`src/rtl/gol_frame_scheduler.sv`:
```
// gol_frame_scheduler
//
// Paces generations of a Game-of-Life update engine against display frames.
// Decides when the update engine may start a generation (free-running timer
// measured in vsync frames, or a single step request), tracks the number of
// completed generations, and flags vsync arriving while a generation is still
// in flight. It also arbitrates the single-port cell RAM between display
// scan-out (always first) and the update engine.
//
// Ports
//   clock, reset        system clock, synchronous active-high reset
//   run, step, speed    generation pacing controls (speed: 1/2/4/8 frames)
//   vsync_start         one-cycle pulse at start of vertical blanking
//   disp_req/disp_addr  display read request
//   upd_req/upd_addr/upd_we/upd_wdata   update-engine memory request
//   upd_done            update engine finished the generation
//   upd_start           one-cycle pulse launching a generation
//   disp_gnt/upd_gnt    memory grants
//   mem_addr/mem_we/mem_wdata   cell RAM port
//   busy, gen_count, overrun    status
module gol_frame_scheduler #(
    parameter int ADDR_W = 8
) (
    input  logic              clock,
    input  logic              reset,
    input  logic              run,
    input  logic              step,
    input  logic [1:0]        speed,
    input  logic              vsync_start,
    input  logic              disp_req,
    input  logic [ADDR_W-1:0] disp_addr,
    input  logic              upd_req,
    input  logic [ADDR_W-1:0] upd_addr,
    input  logic              upd_we,
    input  logic              upd_wdata,
    input  logic              upd_done,
    output logic              upd_start,
    output logic              disp_gnt,
    output logic              upd_gnt,
    output logic [ADDR_W-1:0] mem_addr,
    output logic              mem_we,
    output logic              mem_wdata,
    output logic              busy,
    output logic [7:0]        gen_count,
    output logic              overrun
);

    typedef enum logic [1:0] {
        IDLE   = 2'd0,
        START  = 2'd1,
        UPDATE = 2'd2
    } state_t;

    state_t     state, state_nxt;
    logic [3:0] frame_cnt, frame_cnt_nxt;
    logic       step_pending, step_pending_nxt;
    logic [7:0] gen_count_nxt;
    logic       overrun_nxt;

    logic [3:0] divisor;
    logic [3:0] frame_inc;
    logic       timer_expired;

    // Frames per generation is a power of two; ">=" also covers a speed
    // change that leaves the counter already past the new divisor.
    assign divisor       = 4'd1 << speed;
    assign frame_inc     = frame_cnt + 4'd1;
    assign timer_expired = run && (frame_inc >= divisor);

    always_ff @(posedge clock) begin
        if (reset) begin
            state        <= IDLE;
            frame_cnt    <= 4'd0;
            step_pending <= 1'b0;
            gen_count    <= 8'd0;
            overrun      <= 1'b0;
        end else begin
            state        <= state_nxt;
            frame_cnt    <= frame_cnt_nxt;
            step_pending <= step_pending_nxt;
            gen_count    <= gen_count_nxt;
            overrun      <= overrun_nxt;
        end
    end

    always_comb begin
        state_nxt        = state;
        frame_cnt_nxt    = frame_cnt;
        step_pending_nxt = step_pending | step;
        gen_count_nxt    = gen_count;
        overrun_nxt      = overrun;

        case (state)
            IDLE: begin
                if (vsync_start) begin
                    // A step arriving on the same cycle is folded into this
                    // launch so clearing step_pending cannot lose it.
                    if (step_pending || step || timer_expired) begin
                        state_nxt        = START;
                        frame_cnt_nxt    = 4'd0;
                        step_pending_nxt = 1'b0;
                    end else if (run) begin
                        frame_cnt_nxt = frame_inc;
                    end
                end
            end
            START: begin
                state_nxt = UPDATE;
                if (vsync_start) overrun_nxt = 1'b1;
            end
            UPDATE: begin
                if (vsync_start) overrun_nxt = 1'b1;
                if (upd_done) begin
                    state_nxt     = IDLE;
                    gen_count_nxt = gen_count + 8'd1;
                end
            end
            default: state_nxt = IDLE;
        endcase

        if (!run) frame_cnt_nxt = 4'd0;
    end

    // Status and grants are gated by reset so they are quiet for the whole
    // reset cycle, before the state register has actually returned to IDLE.
    assign upd_start = (state == START) && !reset;
    assign busy      = (state != IDLE) && !reset;
    assign disp_gnt  = disp_req;
    assign upd_gnt   = upd_req && !disp_req && (state == UPDATE) && !reset;

    always_comb begin
        mem_addr = '0;
        if (disp_gnt)     mem_addr = disp_addr;
        else if (upd_gnt) mem_addr = upd_addr;
    end

    assign mem_we    = upd_gnt & upd_we;
    assign mem_wdata = upd_wdata & upd_gnt;

endmodule

```
`config.mk`:
```
export PLATFORM = sky130hd
export DESIGN_NAME = gol_frame_scheduler
export DESIGN_NICKNAME = d
export VERILOG_FILES = /design/src/rtl/gol_frame_scheduler.sv
export SDC_FILE = /design/constraint.sdc
export NUM_CORES = 1
export LEC_CHECK = 0
export CORE_MARGIN = 2
export CORE_UTILIZATION = 36
export CTS_CLUSTER_DIAMETER = 80
export CTS_CLUSTER_SIZE = 24
export DETAILED_ROUTE_END_ITERATION = 10
export PLACE_DENSITY = 0.76
export SLEW_MARGIN = 20
export SYNTH_ARGS = -nofsm -noshare
export SYNTH_HDL_FRONTEND = slang
export SYNTH_SLANG_ARGS = --single-unit
export TNS_END_PERCENT = 20
```
`constraint.sdc`:
```
create_clock -name clock -period 1.8 [get_ports clock]
set_input_delay 0.36 -clock clock [delete_from_list [all_inputs] [get_ports clock]]
set_output_delay 0.36 -clock clock [all_outputs]
set_load 0.005 [all_outputs]
```
# Word level (Yosys, flattened, before mapping)
# Index checks and enable logic that the tools add are counted.
# totals
out_inout_bits	23
elab_cells	46
in_bits	28
reg_bits	16
# classes
n_mux	10
n_shift	1
bitwise	4
reduce_logical	18
n_eq_ne	5
add_sub_neg	2
n_lt_le_gt_ge	1
# ops
cell	count
$mux 8	2
$add 8x1->8 const B	1
$logic_and 1x1->1	6
$mux 2	3
$ne 2x2->1 const B	3
$pmux 2 s3	1
$reduce_and 2->1	3
$add 4x1->4 const B	1
$ge 4x4->1	1
$mux 4	1
$reduce_or 2->1	2
$shl 1x2->4 const A	1
$mux 1	3
$reduce_and 3->1	1
$and 1x1->1	2
$eq 2x1->1 const B	1
$eq 2x2->1 const B	1
$logic_not 1->1	2
$logic_not 2->1	1
$logic_or 1x1->1	2
$reduce_bool 2->1	1
$not 1->1	1
$or 1x1->1	1

# Logic depth before layout (Yosys ltp)
# Gate-level depths: netlist (run 1).
# depth
ltp_word	7
mapped_depth	7

# Worst setup path before layout (run 1)
# Ideal clock, no wire load.
# synth_timing
path_type	reg-to-reg
from	reg frame_cnt[0]
to	reg state[1]
setup_ns	0.072
path_stages_with_launch	7
n_path_buf	0
setup_slack_ns	0.126
t_arrival_ns	1.603
path_cell_list	dfxtp_1 -> ha_1 -> ha_1 -> o211ai_1 -> o211ai_1 -> a21oi_1 -> mux2i_1
# synth_via
elab_chain_len	6
# synth_lines
element	line_no	text
from (decl)	55	logic [3:0] frame_cnt, frame_cnt_nxt;
from (signal assigned)	79	frame_cnt <= frame_cnt_nxt;
$add 4x1->4	67	assign frame_inc = frame_cnt + 4'd1;
$ge 4x4->1	68	assign timer_expired = run && (frame_inc >= divisor);
$logic_and 1x1->1	68	
$logic_or 1x1->1	98	if (step_pending || step || timer_expired) begin
$ne 2x2->1 (no line)	--	
$reduce_and 3->1 (no line)	--	
to (signal assigned)	78	state <= state_nxt;
to (decl)	54	state_t state, state_nxt;
# No other way between the ends.
# A chain may end at the register's enable or synchronous reset.

# Worst setup path in the final report (run 1)
# layout_timing
from	reg state[0]
to	out mem_wdata
# layout_via
elab_chain_len	4
# layout_lines
element	line_no	text
$eq 2x2->1	129	assign upd_gnt = upd_req && !disp_req && (state == UPDATE) && !reset;
$logic_and 1x1->1 (2 in a row)	129	
$and 1x1->1	138	assign mem_wdata = upd_wdata & upd_gnt;
to (decl)	42	output logic mem_wdata,
# No other way between the ends.

==> summary.md, run 1 <==
| Metric | Value |
|---|---|
| Status | finished with violations |
| Failing checks | negative setup slack |
| Post-synth EDFFs | 0 |
| Top Ports | slightly above 50 |
| Worst r2r src | frame_cnt[0] |
| Arrival @ worst endpoint | between 1.5 and 2 ns |
| Synth Flop Type | dfxtp_1 |
| Total gr overflow | 0 |
| Minimum clock period after layout | about 1.9 ns |
| Mapped cell area | between 0.001 and 0.0015 mm^2 |
| Antenna viol nets, final | 0 |
| Filler Cell Count | 243 |
| Worst skew pair latency | about 0.28 ns |
| Post-synth top area cell | dfxtp_1 |
| Dpl hpwl | approximately 2200 um |
| First-pass GRT wire length | between 4000 and 5000 um |
| Synth Area in Compound Gates | 16.8% |
| Most frequent cells in the layout | clkdlybuf4s50_1, nor2_1, dfxtp_1, buf_2, buf_4 |
| DR top layer | met4 |
| Clock slew at reported path FFs | 0.09 ns |
| Vias | 1031 |
| Clk sinks | 16 |
| Share of the synthesized area in the top cell type | between 30% and 40% |
| Final setup viols | 9 |
| Data required time at the worst endpoint | ~1.4 ns |
| Crit path capture type | output port |
| Vias per cell | ~5 |
| Syn_nets | about 150 |
| Remaining DRCs | 0 |
| WS Path Type | reg2out |
| Die Area | 0.00329 mm^2 |
| Synth top area cells | dfxtp_1, ha_1, a22o_1 |
| Worst slew pin tran | 0.307 ns |
| Hold Fails Final Rpt | 0 |
| Total core area | around 0.0027 mm^2 |
| Max Buffers Root-to-Sink | 2 |
| Largest net degree at the start of global routing | 17 |
| Synth Area in XOR/XNOR | 7.68% |
| Vias in the first global route | 1043 |
| Root buffer cell | clkbuf_4 |
| Die H | 57.4 um |
| Design Power | 0.828 mW |
| Mapped Cells | between 100 and 150 |
| Crit-path max FO | 4 |
| P per Cell Area | around 500 mW/mm^2 |
| WL per Instance | about 14 um |
| CP max stage delay | 0.34 ns |
| Final period util | 105% |
| Drt first pass iters | 4 |
| Worst-path cell chain | inv_2 -> ha_4 -> nor4bb_4 -> buf_2 -> buf_6 -> and2_1 -> buf_2 |
| F_max | around 530 MHz |
| Slowest CP cell | dfxtp_2 |
| Layout Nets | 216 |
| Main combinational cell family by area after synthesis | simple AND/OR/NAND/NOR gates |
| H-tree levels | 1 |
| Worst slew margin | between 70% and 80% |
| CTS hold repair buffers | 0 |
| Average cell area after synthesis | 9.08 um^2 |
| Die Width | roughly 57 um |
| Initial core utilization | 37.5% |
| DRT Wirelength | 2820 um |
| CP Launch Point | state[0] |
| Initial DRC Count | 24 |
| CP startpoint kind | flip-flop |
| Post-synthesis adder-cell area fraction | around 12% |
| Routed length on met3 | 93 um |
| Hold Path Class | reg2reg |
| N_diodes | 0 |
| Port-buffer cells | 50 |
| Register area share after synthesis | roughly 31% |
| Placed cells | between 150 and 200 |
| # rows | 19 |
| Final Worst Setup Slack | -0.0868 ns |
| Pins Over Slew Limit | 0 |
| Synth cell types | 30 |
| Placer congestion estimate | approximately 0.78 |
| #FFs+latches synth | 16 |
| GR Util All Layers | approximately 18% |
| Number of max-capacitance violations reported | 0 |
| Synthesis warning total | 0 |
| VDD IR max | 0.507 mV |
| Ys async rst share | 0% |
| Most common cell after layout, fill and taps aside | clkdlybuf4s50_1 |
| Clk_skew | 0.00540 ns |
| Unrepaired setup endpoints after global routing | true |
| CTS Buf Count | 3 |
| Met2 wire length | around 1500 um |
| Most frequent CP cell | buf_2 |
| Layout cell share with drive strength beyond 1 | approximately 26% |
| Non-Filler Instances | 208 |
| CTS tree | done |
| Initial antenna violation count | 0 |
| Lkg Pwr | approximately 0.73 nW |
| HP Start | overrun |
| Simple-gate share of the synthesized area | approximately a quarter |
| Area growth from synthesis to layout | 62.2% |
| Multiplexer area fraction after synthesis | 1.95% |
| M1 wire length | roughly 1200 um |
## sequential cells by signal, indices dropped and copies added, names as in the netlist
name and count:
frame_cnt 4, step_pending 1, gen_count 8, overrun 1, state 2
## worst max-delay path: cells and delay by family (launching register included)
family | cells | cell delay (ns)
adders and majority gates | 1 | 0.12
DFF | 1 | 0.34
and+or+nand+nor | 2 | 0.34
buffers and inverters | 4 | 0.46
## synthesized netlist by cell type, types with 3 or more instances
cell,count
ha_1,10
a22o_1,8
xor2_1,7
nand2b_1,5
o21ai_1,3
nand2_1,8
and2_1,3
a21oi_1,8
dfxtp_1,16
nor2_1,13
nand4_1,4
## kinds of logic after synthesis
group | Yosys count
simple gates | 45
compound gates | 24
flops | 16
fa+ha+maj | 10
xor+xnor | 9
buf+inv | 7
mux | 2
## layout make-up
| class | count | area (um^2) | area share (%) |
|---|---|---|---|
| multi-input combinational | 90 | 698 | 42.0 |
| timing repair buffer | 65 | 559 | 33.6 |
| sequential | 16 | 324 | 19.5 |
| tap | 31 | 38.8 | 2.33 |
| clock buffer | 4 | 36.3 | 2.18 |
| inverter | 2 | 7.51 | 0.451 |
## report_power, final
| group | leakage, nW | switching (mW) | internal, mW |
|---|---|---|---|
| sequential | 0.131 | 0.00867 | 0.366 |
| combinational | 0.580 | 0.0905 | 0.134 |
| clock | 0.0210 | 0.106 | 0.123 |
## stage by stage
step	hold slack, ns	TNS [ns]	utilization, %	setup WS, ns	cell area (um^2)
detailed placement	0.465	-7.43	58.2	-0.530	1590
global placement	0.463	-6.81	58.2	-0.489	1590
CTS	0.493	-0.840	60.0	-0.104	1640
global route	0.513	-1.70	60.9	-0.191	1660
floorplan	0.433	0	-	0.126	1030
finish	0.487	-0.597	60.9	-0.0868	1660
## timing repair
| action | in CTS | in global routing |
|---|---|---|
| resized for setup | 57 | 9 |
| cloned | 1 | 0 |
| buffers inserted | 3 | 2 |
| endpoints found under the setup margin | 15 | 19 |
| pin swaps | 3 | 2 |
## routing by layer
layer,global-route usage [%],up-vias
met4,5.98,0
met2,32.0,16
li1,-,526
met5,0,-
met1,20.4,483
met3,3.17,6
## path summary, 6_finish.rpt
path / to / slack (ns) / depth (start not counted)
min: overrun / 0.49 / 2
max reg2reg: state[1] / 0 / 6
max: mem_wdata / -0.09 / 7
min reg2reg: overrun / 0.49 / 2
No activity file was read; power rests on OpenSTA's default activity.
==> inputs of run 2 (changes only) <==
--- a/config.mk
+++ b/config.mk
@@ -5,12 +5,14 @@
 export SDC_FILE = /design/constraint.sdc
 export NUM_CORES = 1
 export LEC_CHECK = 0
+export CAP_MARGIN = 20
 export CORE_MARGIN = 2
 export CORE_UTILIZATION = 36
 export CTS_CLUSTER_DIAMETER = 80
 export CTS_CLUSTER_SIZE = 24
 export DETAILED_ROUTE_END_ITERATION = 10
 export PLACE_DENSITY = 0.76
+export SKIP_LAST_GASP = 1
 export SLEW_MARGIN = 20
 export SYNTH_ARGS = -nofsm -noshare
 export SYNTH_HDL_FRONTEND = slang
==> summary.md, run 2 (synthesis results as in run 1) <==
| Metric | Value |
|---|---|
| Most frequent cells in the layout | clkdlybuf4s50_1, dfxtp_1, nor2_1, buf_4 |
| Worst-path cell chain | inv_2 -> ha_4 -> nor4bb_4 -> buf_6 -> a22o_1 -> dlygate4sd2_1 |
| Worst skew pair latency | approximately 0.28 ns |
| Worst R2R End | state[1] |
| WHS | slightly below 0.5 ns |
| Dpl hpwl | around 2200 um |
| Die H | between 50 and 60 um |
| CP startpoint kind | flip-flop |
| Worst slew pin tran | 0.305 ns |
| Final instance area | 0.00166 mm^2 |
| Worst reg-to-reg setup slack | -0.06 ns |
| Initial core utilization | a little under two fifths |
| Most common cell after layout, fill and taps aside | clkdlybuf4s50_1 |
| Crit path capture type | output port |
| CTS hold repair buffers | 0 |
| Clock slew at reported path FFs | about 0.090 ns |
| Non-Filler Instances | 208 |
| Final setup viols | 12 |
| Initial DRC Count | 24 |
| VDD IR max | 0.510 mV |
| First-pass GRT wire length | approximately 4600 um |
| Total core area | around 0.0027 mm^2 |
| Delay-heaviest family, CP | buffers and inverters |
| F_max | ~530 MHz |
| Vias per cell | slightly above 5 |
| Arrival @ worst endpoint | approximately 1.5 ns |
| Dpl ws | -0.530 ns |
| Antenna viol nets, final | 0 |
| WL per Instance | around 14 um |
| Vias | between 1000 and 1500 |
| Critical path depth | 6 |
| Area growth from synthesis to layout | 61.6% |
| Total gr overflow | 0 |
| Clk_skew | 0.00524 ns |
| CP Capture Point | mem_addr[7] |
| Data required time at the worst endpoint | 1.44 ns |
| Die Area | 0.00329 mm^2 |
| Status | finished with violations |
| Util after Layout | between 60% and 70% |
| Hold Path Class | reg2reg |
| Initial antenna violation count | 0 |
| N_diodes | 0 |
| Slowest CP cell | dfxtp_2 |
| Top reg by flops | gen_count |
| H-tree levels | 1 |
| Layout cell share with drive strength beyond 1 | approximately a fifth |
| Final Worst Setup Slack | -0.0872 ns |
| DRT Wirelength | approximately 2900 um |
| Die Width | between 50 and 60 um |
| Top Ports | 51 |
| Max Buffers Root-to-Sink | 2 |
| WS Path Type | reg2out |
| Drt first pass iters | 4 |
| Largest net degree at the start of global routing | 17 |
| Final period util | 105% |
| Worst slew margin | roughly four fifths |
| Clk sinks | 16 |
| Layout Nets | approximately 220 |
| CTS Buf Count | 3 |
| Minimum clock period after layout | about 1.9 ns |
| # rows | 19 |
| Area post-placement | between 0.0015 and 0.002 mm^2 |
| CTS tree | done |
| WP buf/inv | 3 |
| Placed cells | 198 |
| CP max stage delay | approximately 0.35 ns |
| GR Util All Layers | 17.4% |
| Placer congestion estimate | around 0.78 |
| Hold Fails Final Rpt | 0 |
| Vias in the first global route | roughly 1000 |
| Worst r2r src | frame_cnt[0] |
| Port-buffer cells | 50 |
| Unrepaired setup endpoints after global routing | true |
| Lkg Pwr | 0.737 nW |
| Pins Over Slew Limit | 0 |
| R2R depth | 6 |
| P per Cell Area | approximately 500 mW/mm^2 |
| Number of max-capacitance violations reported | 0 |
| CP Launch Point | state[0] |
| Largest registers | gen_count (8), frame_cnt (4), state (2) |
| Flip-flop count of the largest register after layout | 8 |
| Crit-path max FO | 4 |
| Root buffer cell | clkbuf_4 |
| Remaining DRCs | 0 |
| Failing checks | negative setup slack |
-- run 2: cell count changes in the layout (fill, tap and decap cells not counted), moves of 2 or more --
| cell | before | now |
|---|---|---|
| buf_2 | 11 | 8 |
| clkbuf_2 | 2 | 0 |
| dlygate4sd2_1 | 4 | 7 |
| o21ai_1 | 1 | 3 |
| o21ai_2 | 2 | 0 |
-- run 2: how the worst min path moves through the flow --
stage / startpoint / to / slack, ns / cells after the start
after floorplan: reset / step_pending / 0.43 / 1
after global placement: frame_cnt[3] / frame_cnt[3] / 0.46 / 2
after detailed placement: overrun / overrun / 0.47 / 2
after CTS: frame_cnt[3] / frame_cnt[3] / 0.48 / 2
after global routing: frame_cnt[3] / frame_cnt[3] / 0.49 / 2
final: frame_cnt[3] / frame_cnt[3] / 0.48 / 2
-- run 2: tightest hold or removal path, stage by stage (launching register included) --
cell     delay [ns]
dfxtp_1        0.33
nand2_1        0.06
a21oi_1        0.05
-- run 2: stage by stage --
step           total power, mW  setup TNS (ns)
6_report                 0.830          -0.874
5_1_grt                  0.872           -2.52
4_1_cts                  0.830           -1.59
3_5_place_dp             0.607           -7.43
3_3_place_gp             0.601           -6.81
2_1_floorplan            0.476               0
-- run 2: layout make-up --
class,instances,area [um^2]
tap,31,38.8
sequential,16,323
multi-input combinational,90,674
clock buffer,4,36.3
timing repair buffer,65,578
fill,243,1080
inverter,2,7.51
-- run 2: timing repair --
item                       4_1_cts  5_1_grt
gates resized for setup         46        4
setup endpoints to repair       15       19
pin swaps                        1        3
setup buffers                    3        2
hold endpoints to repair         0        0
gates cloned                     1        0
-- run 2: layer usage --
layer,share of wire [%],GRT usage (%),up-vias
met5,0,0,-
met4,1.3,4.98,0
met3,3.2,2.95,4
met2,54,32.1,20
met1,41,20.2,492
li1,-,-,531
-- run 2: power by group --
group          internal (mW)  switching [mW]  leakage, nW  total (mW)
clock                  0.123           0.107       0.0210       0.230
combinational          0.137          0.0895        0.585       0.226
sequential             0.365         0.00889        0.130       0.374
